`src/rtl/cache_axi_pkg.sv`:
```
// cache_axi_pkg: width codes, AXI constants and FSM states shared by the cache and its AXI bridge
package cache_axi_pkg;
    localparam logic [2:0] WIDTH_BYTE = 3'b000;
    localparam logic [2:0] WIDTH_HALF = 3'b001;
    localparam logic [2:0] WIDTH_WORD = 3'b010;
    localparam logic [2:0] WIDTH_LINE = 3'b100;
    localparam logic [2:0] SIZE_WORD  = 3'd2;
    localparam logic [1:0] BURST_INCR = 2'b01;
    localparam logic [7:0] LINE_LEN   = 8'd3;

    typedef enum logic [1:0] {R_IDLE, R_ADDR, R_DATA} rd_state_t;
    typedef enum logic [1:0] {W_IDLE, W_ADDR, W_DATA, W_RESP} wr_state_t;

    function automatic logic [31:0] bus_addr(input logic [31:0] a, input logic [2:0] w);
        return w == WIDTH_LINE ? {a[31:4], 4'h0} : a;
    endfunction

    function automatic logic [7:0] bus_len(input logic [2:0] w);
        return w == WIDTH_LINE ? LINE_LEN : 8'd0;
    endfunction

    function automatic logic [2:0] bus_size(input logic [2:0] w);
        return w == WIDTH_LINE ? SIZE_WORD : {1'b0, w[1:0]};
    endfunction
endpackage

```
`src/rtl/cache_axi_bridge_if.sv`:
```
// cache_axi_bridge_if: AXI read/write channel bundle between the cache bridge and memory
interface cache_axi_bridge_if;
    logic        arvalid, arready;
    logic [31:0] araddr;
    logic [7:0]  arlen;
    logic [2:0]  arsize;
    logic [1:0]  arburst;
    logic        rvalid, rready, rlast;
    logic [31:0] rdata;
    logic        awvalid, awready;
    logic [31:0] awaddr;
    logic [7:0]  awlen;
    logic [2:0]  awsize;
    logic [1:0]  awburst;
    logic        wvalid, wready, wlast;
    logic [31:0] wdata;
    logic [3:0]  wstrb;
    logic        bvalid, bready;

    modport master (
        output arvalid, araddr, arlen, arsize, arburst, rready,
               awvalid, awaddr, awlen, awsize, awburst, wvalid, wdata, wstrb, wlast, bready,
        input  arready, rvalid, rdata, rlast, awready, wready, bvalid
    );
    modport slave (
        input  arvalid, araddr, arlen, arsize, arburst, rready,
               awvalid, awaddr, awlen, awsize, awburst, wvalid, wdata, wstrb, wlast, bready,
        output arready, rvalid, rdata, rlast, awready, wready, bvalid
    );
endinterface

```
`src/rtl/cache_axi_bridge.sv`:
```
// cache_axi_bridge: turns cache load/store requests into AXI bursts with independent read and write FSMs
module cache_axi_bridge
    import cache_axi_pkg::*;
(
    input  logic                clk,
    input  logic                rstn,
    input  logic                i_LoadRequire,
    input  logic [2:0]          i_LoadWidth,
    input  logic [31:0]         i_LoadAddr,
    output logic                o_LoadReady,
    output logic                o_ReturnValid,
    output logic                o_ReturnLast,
    output logic [31:0]         o_ReturnData,
    input  logic                i_WriteRequire,
    input  logic [2:0]          i_WriteWidth,
    input  logic [31:0]         i_WriteAddr,
    input  logic [3:0]          i_WriteByteEnable,
    input  logic [127:0]        i_WriteData,
    output logic                o_WriteReady,
    cache_axi_bridge_if.master  m
);
    rd_state_t    rd_state;
    wr_state_t    wr_state;
    logic         wr_line;
    logic [3:0]   wr_strb;
    logic [127:0] wr_data;
    logic [1:0]   beat;
    logic         conflict;

    // a load may not overtake a pending or same-cycle write to the same line
    assign conflict = (wr_state != W_IDLE || i_WriteRequire) &&
                      i_LoadAddr[31:4] == (wr_state == W_IDLE ? i_WriteAddr[31:4] : m.awaddr[31:4]);
    assign o_LoadReady   = rd_state == R_IDLE && !conflict;
    assign o_WriteReady  = wr_state == W_IDLE;
    assign o_ReturnValid = m.rready && m.rvalid;
    assign o_ReturnLast  = o_ReturnValid && m.rlast;
    assign o_ReturnData  = m.rdata;
    assign m.arburst     = BURST_INCR;
    assign m.awburst     = BURST_INCR;
    assign m.wdata       = wr_data[{beat, 5'b0} +: 32];
    assign m.wstrb       = wr_line ? 4'hf : wr_strb;
    assign m.wlast       = !wr_line || beat == 2'd3;

    always_ff @(posedge clk) begin
        if (!rstn) begin
            rd_state  <= R_IDLE;
            m.arvalid <= 1'b0;
            m.rready  <= 1'b0;
            m.araddr  <= '0;
            m.arlen   <= '0;
            m.arsize  <= '0;
        end else begin
            case (rd_state)
                R_IDLE: if (i_LoadRequire && o_LoadReady) begin
                    rd_state  <= R_ADDR;
                    m.arvalid <= 1'b1;
                    m.araddr  <= bus_addr(i_LoadAddr, i_LoadWidth);
                    m.arlen   <= bus_len(i_LoadWidth);
                    m.arsize  <= bus_size(i_LoadWidth);
                end
                R_ADDR: if (m.arready) begin
                    rd_state  <= R_DATA;
                    m.arvalid <= 1'b0;
                    m.rready  <= 1'b1;
                end
                R_DATA: if (m.rvalid && m.rlast) begin
                    rd_state <= R_IDLE;
                    m.rready <= 1'b0;
                end
                default: rd_state <= R_IDLE;
            endcase
        end
    end

    always_ff @(posedge clk) begin
        if (!rstn) begin
            wr_state  <= W_IDLE;
            m.awvalid <= 1'b0;
            m.wvalid  <= 1'b0;
            m.bready  <= 1'b0;
            m.awaddr  <= '0;
            m.awlen   <= '0;
            m.awsize  <= '0;
            wr_line   <= 1'b0;
            wr_strb   <= '0;
            wr_data   <= '0;
            beat      <= '0;
        end else begin
            case (wr_state)
                W_IDLE: if (i_WriteRequire) begin
                    wr_state  <= W_ADDR;
                    m.awvalid <= 1'b1;
                    m.awaddr  <= bus_addr(i_WriteAddr, i_WriteWidth);
                    m.awlen   <= bus_len(i_WriteWidth);
                    m.awsize  <= bus_size(i_WriteWidth);
                    wr_line   <= i_WriteWidth == WIDTH_LINE;
                    wr_strb   <= i_WriteByteEnable;
                    wr_data   <= i_WriteData;
                    beat      <= '0;
                end
                W_ADDR: if (m.awready) begin
                    wr_state  <= W_DATA;
                    m.awvalid <= 1'b0;
                    m.wvalid  <= 1'b1;
                end
                W_DATA: if (m.wready) begin
                    beat <= beat + 2'd1;
                    if (m.wlast) begin
                        wr_state <= W_RESP;
                        m.wvalid <= 1'b0;
                        m.bready <= 1'b1;
                    end
                end
                W_RESP: if (m.bvalid) begin
                    wr_state <= W_IDLE;
                    m.bready <= 1'b0;
                end
                default: wr_state <= W_IDLE;
            endcase
        end
    end
endmodule

```
`src/flat_wrapper.sv`:
```
// flat-port wrapper written by rule: the top's interface ports become plain ports
module cache_axi_bridge_flat import cache_axi_pkg::*;
  (clk, rstn, i_LoadRequire, i_LoadWidth, i_LoadAddr, o_LoadReady, o_ReturnValid, o_ReturnLast, o_ReturnData, i_WriteRequire, i_WriteWidth, i_WriteAddr, i_WriteByteEnable, i_WriteData, o_WriteReady, m_arvalid, m_araddr, m_arlen, m_arsize, m_arburst, m_rready, m_awvalid, m_awaddr, m_awlen, m_awsize, m_awburst, m_wvalid, m_wdata, m_wstrb, m_wlast, m_bready, m_arready, m_rvalid, m_rdata, m_rlast, m_awready, m_wready, m_bvalid);
  cache_axi_bridge_if m_i ();
  input  logic clk;
  input  logic rstn;
  input  logic i_LoadRequire;
  input  logic [2:0] i_LoadWidth;
  input  logic [31:0] i_LoadAddr;
  output logic o_LoadReady;
  output logic o_ReturnValid;
  output logic o_ReturnLast;
  output logic [31:0] o_ReturnData;
  input  logic i_WriteRequire;
  input  logic [2:0] i_WriteWidth;
  input  logic [31:0] i_WriteAddr;
  input  logic [3:0] i_WriteByteEnable;
  input  logic [127:0] i_WriteData;
  output logic o_WriteReady;
  output wire logic [$bits(m_i.arvalid)-1:0] m_arvalid;
  output wire logic [$bits(m_i.araddr)-1:0] m_araddr;
  output wire logic [$bits(m_i.arlen)-1:0] m_arlen;
  output wire logic [$bits(m_i.arsize)-1:0] m_arsize;
  output wire logic [$bits(m_i.arburst)-1:0] m_arburst;
  output wire logic [$bits(m_i.rready)-1:0] m_rready;
  output wire logic [$bits(m_i.awvalid)-1:0] m_awvalid;
  output wire logic [$bits(m_i.awaddr)-1:0] m_awaddr;
  output wire logic [$bits(m_i.awlen)-1:0] m_awlen;
  output wire logic [$bits(m_i.awsize)-1:0] m_awsize;
  output wire logic [$bits(m_i.awburst)-1:0] m_awburst;
  output wire logic [$bits(m_i.wvalid)-1:0] m_wvalid;
  output wire logic [$bits(m_i.wdata)-1:0] m_wdata;
  output wire logic [$bits(m_i.wstrb)-1:0] m_wstrb;
  output wire logic [$bits(m_i.wlast)-1:0] m_wlast;
  output wire logic [$bits(m_i.bready)-1:0] m_bready;
  input wire logic [$bits(m_i.arready)-1:0] m_arready;
  input wire logic [$bits(m_i.rvalid)-1:0] m_rvalid;
  input wire logic [$bits(m_i.rdata)-1:0] m_rdata;
  input wire logic [$bits(m_i.rlast)-1:0] m_rlast;
  input wire logic [$bits(m_i.awready)-1:0] m_awready;
  input wire logic [$bits(m_i.wready)-1:0] m_wready;
  input wire logic [$bits(m_i.bvalid)-1:0] m_bvalid;
  assign m_arvalid = m_i.arvalid;
  assign m_araddr = m_i.araddr;
  assign m_arlen = m_i.arlen;
  assign m_arsize = m_i.arsize;
  assign m_arburst = m_i.arburst;
  assign m_rready = m_i.rready;
  assign m_awvalid = m_i.awvalid;
  assign m_awaddr = m_i.awaddr;
  assign m_awlen = m_i.awlen;
  assign m_awsize = m_i.awsize;
  assign m_awburst = m_i.awburst;
  assign m_wvalid = m_i.wvalid;
  assign m_wdata = m_i.wdata;
  assign m_wstrb = m_i.wstrb;
  assign m_wlast = m_i.wlast;
  assign m_bready = m_i.bready;
  assign m_i.arready = m_arready;
  assign m_i.rvalid = m_rvalid;
  assign m_i.rdata = m_rdata;
  assign m_i.rlast = m_rlast;
  assign m_i.awready = m_awready;
  assign m_i.wready = m_wready;
  assign m_i.bvalid = m_bvalid;
  cache_axi_bridge u_core (.clk(clk), .rstn(rstn), .i_LoadRequire(i_LoadRequire), .i_LoadWidth(i_LoadWidth), .i_LoadAddr(i_LoadAddr), .o_LoadReady(o_LoadReady), .o_ReturnValid(o_ReturnValid), .o_ReturnLast(o_ReturnLast), .o_ReturnData(o_ReturnData), .i_WriteRequire(i_WriteRequire), .i_WriteWidth(i_WriteWidth), .i_WriteAddr(i_WriteAddr), .i_WriteByteEnable(i_WriteByteEnable), .i_WriteData(i_WriteData), .o_WriteReady(o_WriteReady), .m(m_i));
endmodule
```
`config.mk`:
```
export PLATFORM = sky130hd
export DESIGN_NAME = cache_axi_bridge_flat
export DESIGN_NICKNAME = d
export VERILOG_FILES = /design/src/rtl/cache_axi_pkg.sv /design/src/rtl/cache_axi_bridge_if.sv /design/src/rtl/cache_axi_bridge.sv /design/src/flat_wrapper.sv
export SDC_FILE = /design/constraint.sdc
export NUM_CORES = 1
export LEC_CHECK = 0
export CAP_MARGIN = 0
export CORE_MARGIN = 3
export CORE_UTILIZATION = 30
export DETAILED_ROUTE_END_ITERATION = 10
export REMOVE_ABC_BUFFERS = 1
export SETUP_SLACK_MARGIN = 0.05
export SLEW_MARGIN = 20
export SYNTH_ARGS = -nofsm -noshare
export SYNTH_HDL_FRONTEND = slang
export SYNTH_SLANG_ARGS = --single-unit
```
`constraint.sdc`:
```
create_clock -name clk -period 6.1 [get_ports clk]
set_clock_uncertainty 0.05 [all_clocks]
set_input_delay 0.915 -clock clk [delete_from_list [all_inputs] [get_ports clk]]
set_output_delay 0.915 -clock clk [all_outputs]
set_load 0.05 [all_outputs]
```
==> run metrics <==
post-DR vias/cell=4.67; Synth area leaders=dfxtp_1, nand2_1, a21oi_1; sequential power share=32.8%; RSZ-0062 raised after global routing=no; Setup Viol. Count Final=0; clk_lat worst skew=520 ps; critical path, cell by cell=inv_1 -> ha_2 -> buf_4 -> mux2i_1 -> xnor2_1 -> nor4_1 -> nand4_1 -> nor3_1 -> nor3_1 -> clkdlybuf4s50_1; Layout Utilization=between 40% and 50%; synth-to-layout area growth=42.8%; postcts setup bufs=0; commonest cells in the synthesized netlist=nand2_1, dfxtp_1, a21oi_1; Seq/Total Area, Yosys=44.9%; ANT nets after route=0; ys async rst share=0%; CTS Root Cell=clkbuf_16; Comb pwr share=37.9%; Crit path max-delay family=buffers and inverters; CP startpoint kind=flip-flop; Arr. time, crit path=4080 ps; die area=~34,000 µm²; Die X=between 150 and 200 µm; hold_sp=u_core.wr_data[126]; Pre-antenna DRT Iters=5; Crit Path Class=reg2out; final hold viol count=0; area fraction of the dominant cell type after synthesis=44.9%; largest net degree at the start of global routing=~130; FF-to-FF Start=u_core.wr_state[0]; top-count cell post-synth=nand2_1; Critical Path Fanout Max=23; cts hold-fix bufs=0; fillcell total=3,042; Syn. warnings=0; # rows=64; Reg clk slew, reported paths=around 60 ps; Synth cell types=39; cell mode on critical path=nor3_1; Resize count post-CTS=0; Syn Std Cell Area=9490 µm²; hold endpoint=u_core.wr_data[126]; Least-Margin Pin Slew=1060 ps; Synth area leader=dfxtp_1; r2r worst-path depth=9; via count=8,344; Worst EP required=5130 ps; Area after DPL=12,700 µm²; Psw=2.03 mW; #FFs+latches synth=213; Top FF cell, synth=dfxtp_1; Worst VDD drop=221 µV; CTS Sinks=roughly 210; min cycle time layout=5040 ps; Max stage delay on crit path=730 ps; layout cells sized above 1=7.42%; Leakage=just over 5 nW; flop-to-flop setup slack=2340 ps; slew margin rel.=between 20 and 30%; All-Layer GR Usage=16.9%; Buf/Inv on CP=3; period utilization=around 83%; Post-Synthesis Cells=1,121; Clk pwr share=between 20 and 30%; nets=~1,600; CTS tree=yes; Initial Utilization=30.7%; wire per inst=17.1 µm; fmax=198 MHz; Post-synth EDFFs=0; antenna violations before repair=1; Routed WL=30,500 µm; GR Overflow Total=0; 1st-iter DRT viols=359; reg2reg end=u_core.m.arsize[1]; crit end category=output port; cell internal pwr=3.38 mW; Port Buffers=between 300 and 400; Tightest Hold Check Type=reg2reg; P per Cell Area=400 nW/µm²; Max Cap Violations=0; syn avg cell area=8.46 µm²; Final Slew Violations=0; Slowest cell on crit path=clkdlybuf4s50_1; io pins=412; CTS Buf Count=25; vias in the first global route=8,211; first-pass GRT wire length=45,900 µm; ANT cells=0; post-route cell area=13,600 µm²; DR DRC count=0; H-tree level count=1; detailed placer's ending HPWL=approximately 21,000 µm; status=finished, final reports clean; worst hold path depth=2; die height=184 µm; Max clock buf depth=3; switch share=37.6%; Core Area=30,900 µm²; RD Place Congestion=0.819
==> cell type report <==
| cell class | instances | area [µm²] | share of cell area [%] |
|---|---|---|---|
| clock buffer | 32 | 702 | 5.18 |
| clock inverter | 14 | 181 | 1.34 |
| inverter | 7 | 31.3 | 0.231 |
| multi-input combinational | 785 | 4520 | 33.3 |
| sequential | 213 | 4270 | 31.5 |
| tap | 396 | 495 | 3.66 |
| timing repair buffer | 338 | 3360 | 24.8 |
==> logic make-up after synthesis <==
logic type / synth area share (%)
other: 0.0791
multiplexers: 14.2
AND/OR/NAND/NOR: 18.6
AO/OA/AOI/OAI: 10.8
adder cells (fa/ha/maj): 0.659
buffers and inverters: 8.23
XOR/XNOR: 2.49
flip-flops: 44.9
==> routing by layer <==
layer	vias to the layer above	part of all wire, %	global-route usage, %
li1	4141	-	-
met1	3869	44	22.1
met2	293	46	27.5
met3	39	8.2	5.64
met4	2	2.2	3.57
met5	-	0.030	0.143
==> worst min-delay path: stages, from the launching register on <==
cell and delay [ps]:
dfxtp_1 300, nand2_1 50, a21oi_1 50
==> flip-flops by register name, indices dropped and copies added, names as in the netlist <==
| signal | count |
|---|---|
| u_core.m.awaddr | 32 |
| u_core.m.rready | 1 |
| u_core.m.arlen | 1 |
| u_core.m.awlen | 1 |
| u_core.wr_state | 2 |
| u_core.m.arsize | 2 |
| u_core.m.araddr | 32 |
| u_core.m.bready | 1 |
| u_core.wr_strb | 4 |
| u_core.wr_data | 128 |
| u_core.m.wvalid | 1 |
| u_core.m.arvalid | 1 |
| u_core.rd_state | 2 |
| u_core.m.awvalid | 1 |
| u_core.m.awsize | 2 |
| u_core.beat | 2 |
==> per-stage QoR <==
step                hold slack [ps]  worst slack [ps]  cells  power [mW]  setup TNS [ps]
finish                          400              1060   1785        5.41               0
global route                    421               759   1785        5.71               0
CTS                             403               978   1785        5.49               0
detailed placement              395              1560   1739        3.88               0
global placement                388              1660   1739        3.85               0
floorplan                       381             -1060   1005        3.20          -28040
==> how the worst max path moves through the flow <==
stage / start / end / slack, ps / cells past startpoint
4_1_cts: u_core.wr_state[0] / o_LoadReady / 980 / 10
2_1_floorplan: u_core.wr_state[0] / o_LoadReady / -1060 / 8
5_1_grt: u_core.wr_state[0] / o_LoadReady / 760 / 10
3_5_place_dp: u_core.wr_state[0] / o_LoadReady / 1560 / 10
3_3_place_gp: u_core.wr_state[0] / o_LoadReady / 1660 / 10
6_report: u_core.wr_state[0] / o_LoadReady / 1060 / 10
==> power groups by stage <==
stage | Sequential, mW | Clock [mW] | Combinational (mW)
CTS | 1.78 | 1.63 | 2.08
finish | 1.78 | 1.59 | 2.05
global placement | 1.80 | 0 | 2.05
floorplan | 2.03 | 0 | 1.18
detailed placement | 1.81 | 0 | 2.07
global route | 1.81 | 1.69 | 2.22
==> layout by cell type (no fill, tap or decap), drive strengths merged, types with 2 or more instances in the layout <==
cell / count
nand2: 398
clkdlybuf4s50: 328
dfxtp: 213
a21oi: 174
mux2i: 63
mux4: 32
clkbuf: 32
conb: 18
xor2: 15
nor2: 13
xnor2: 12
buf: 10
o21ai: 8
inv: 8
or2: 7
a22oi: 6
clkinv: 6
ha: 5
nand2b: 4
nand4: 4
nand3: 4
bufinv: 4
nor4: 3
clkinvlp: 3
nor3: 2
nor2b: 2
and2: 2
(Power assumes the default switching activity.)
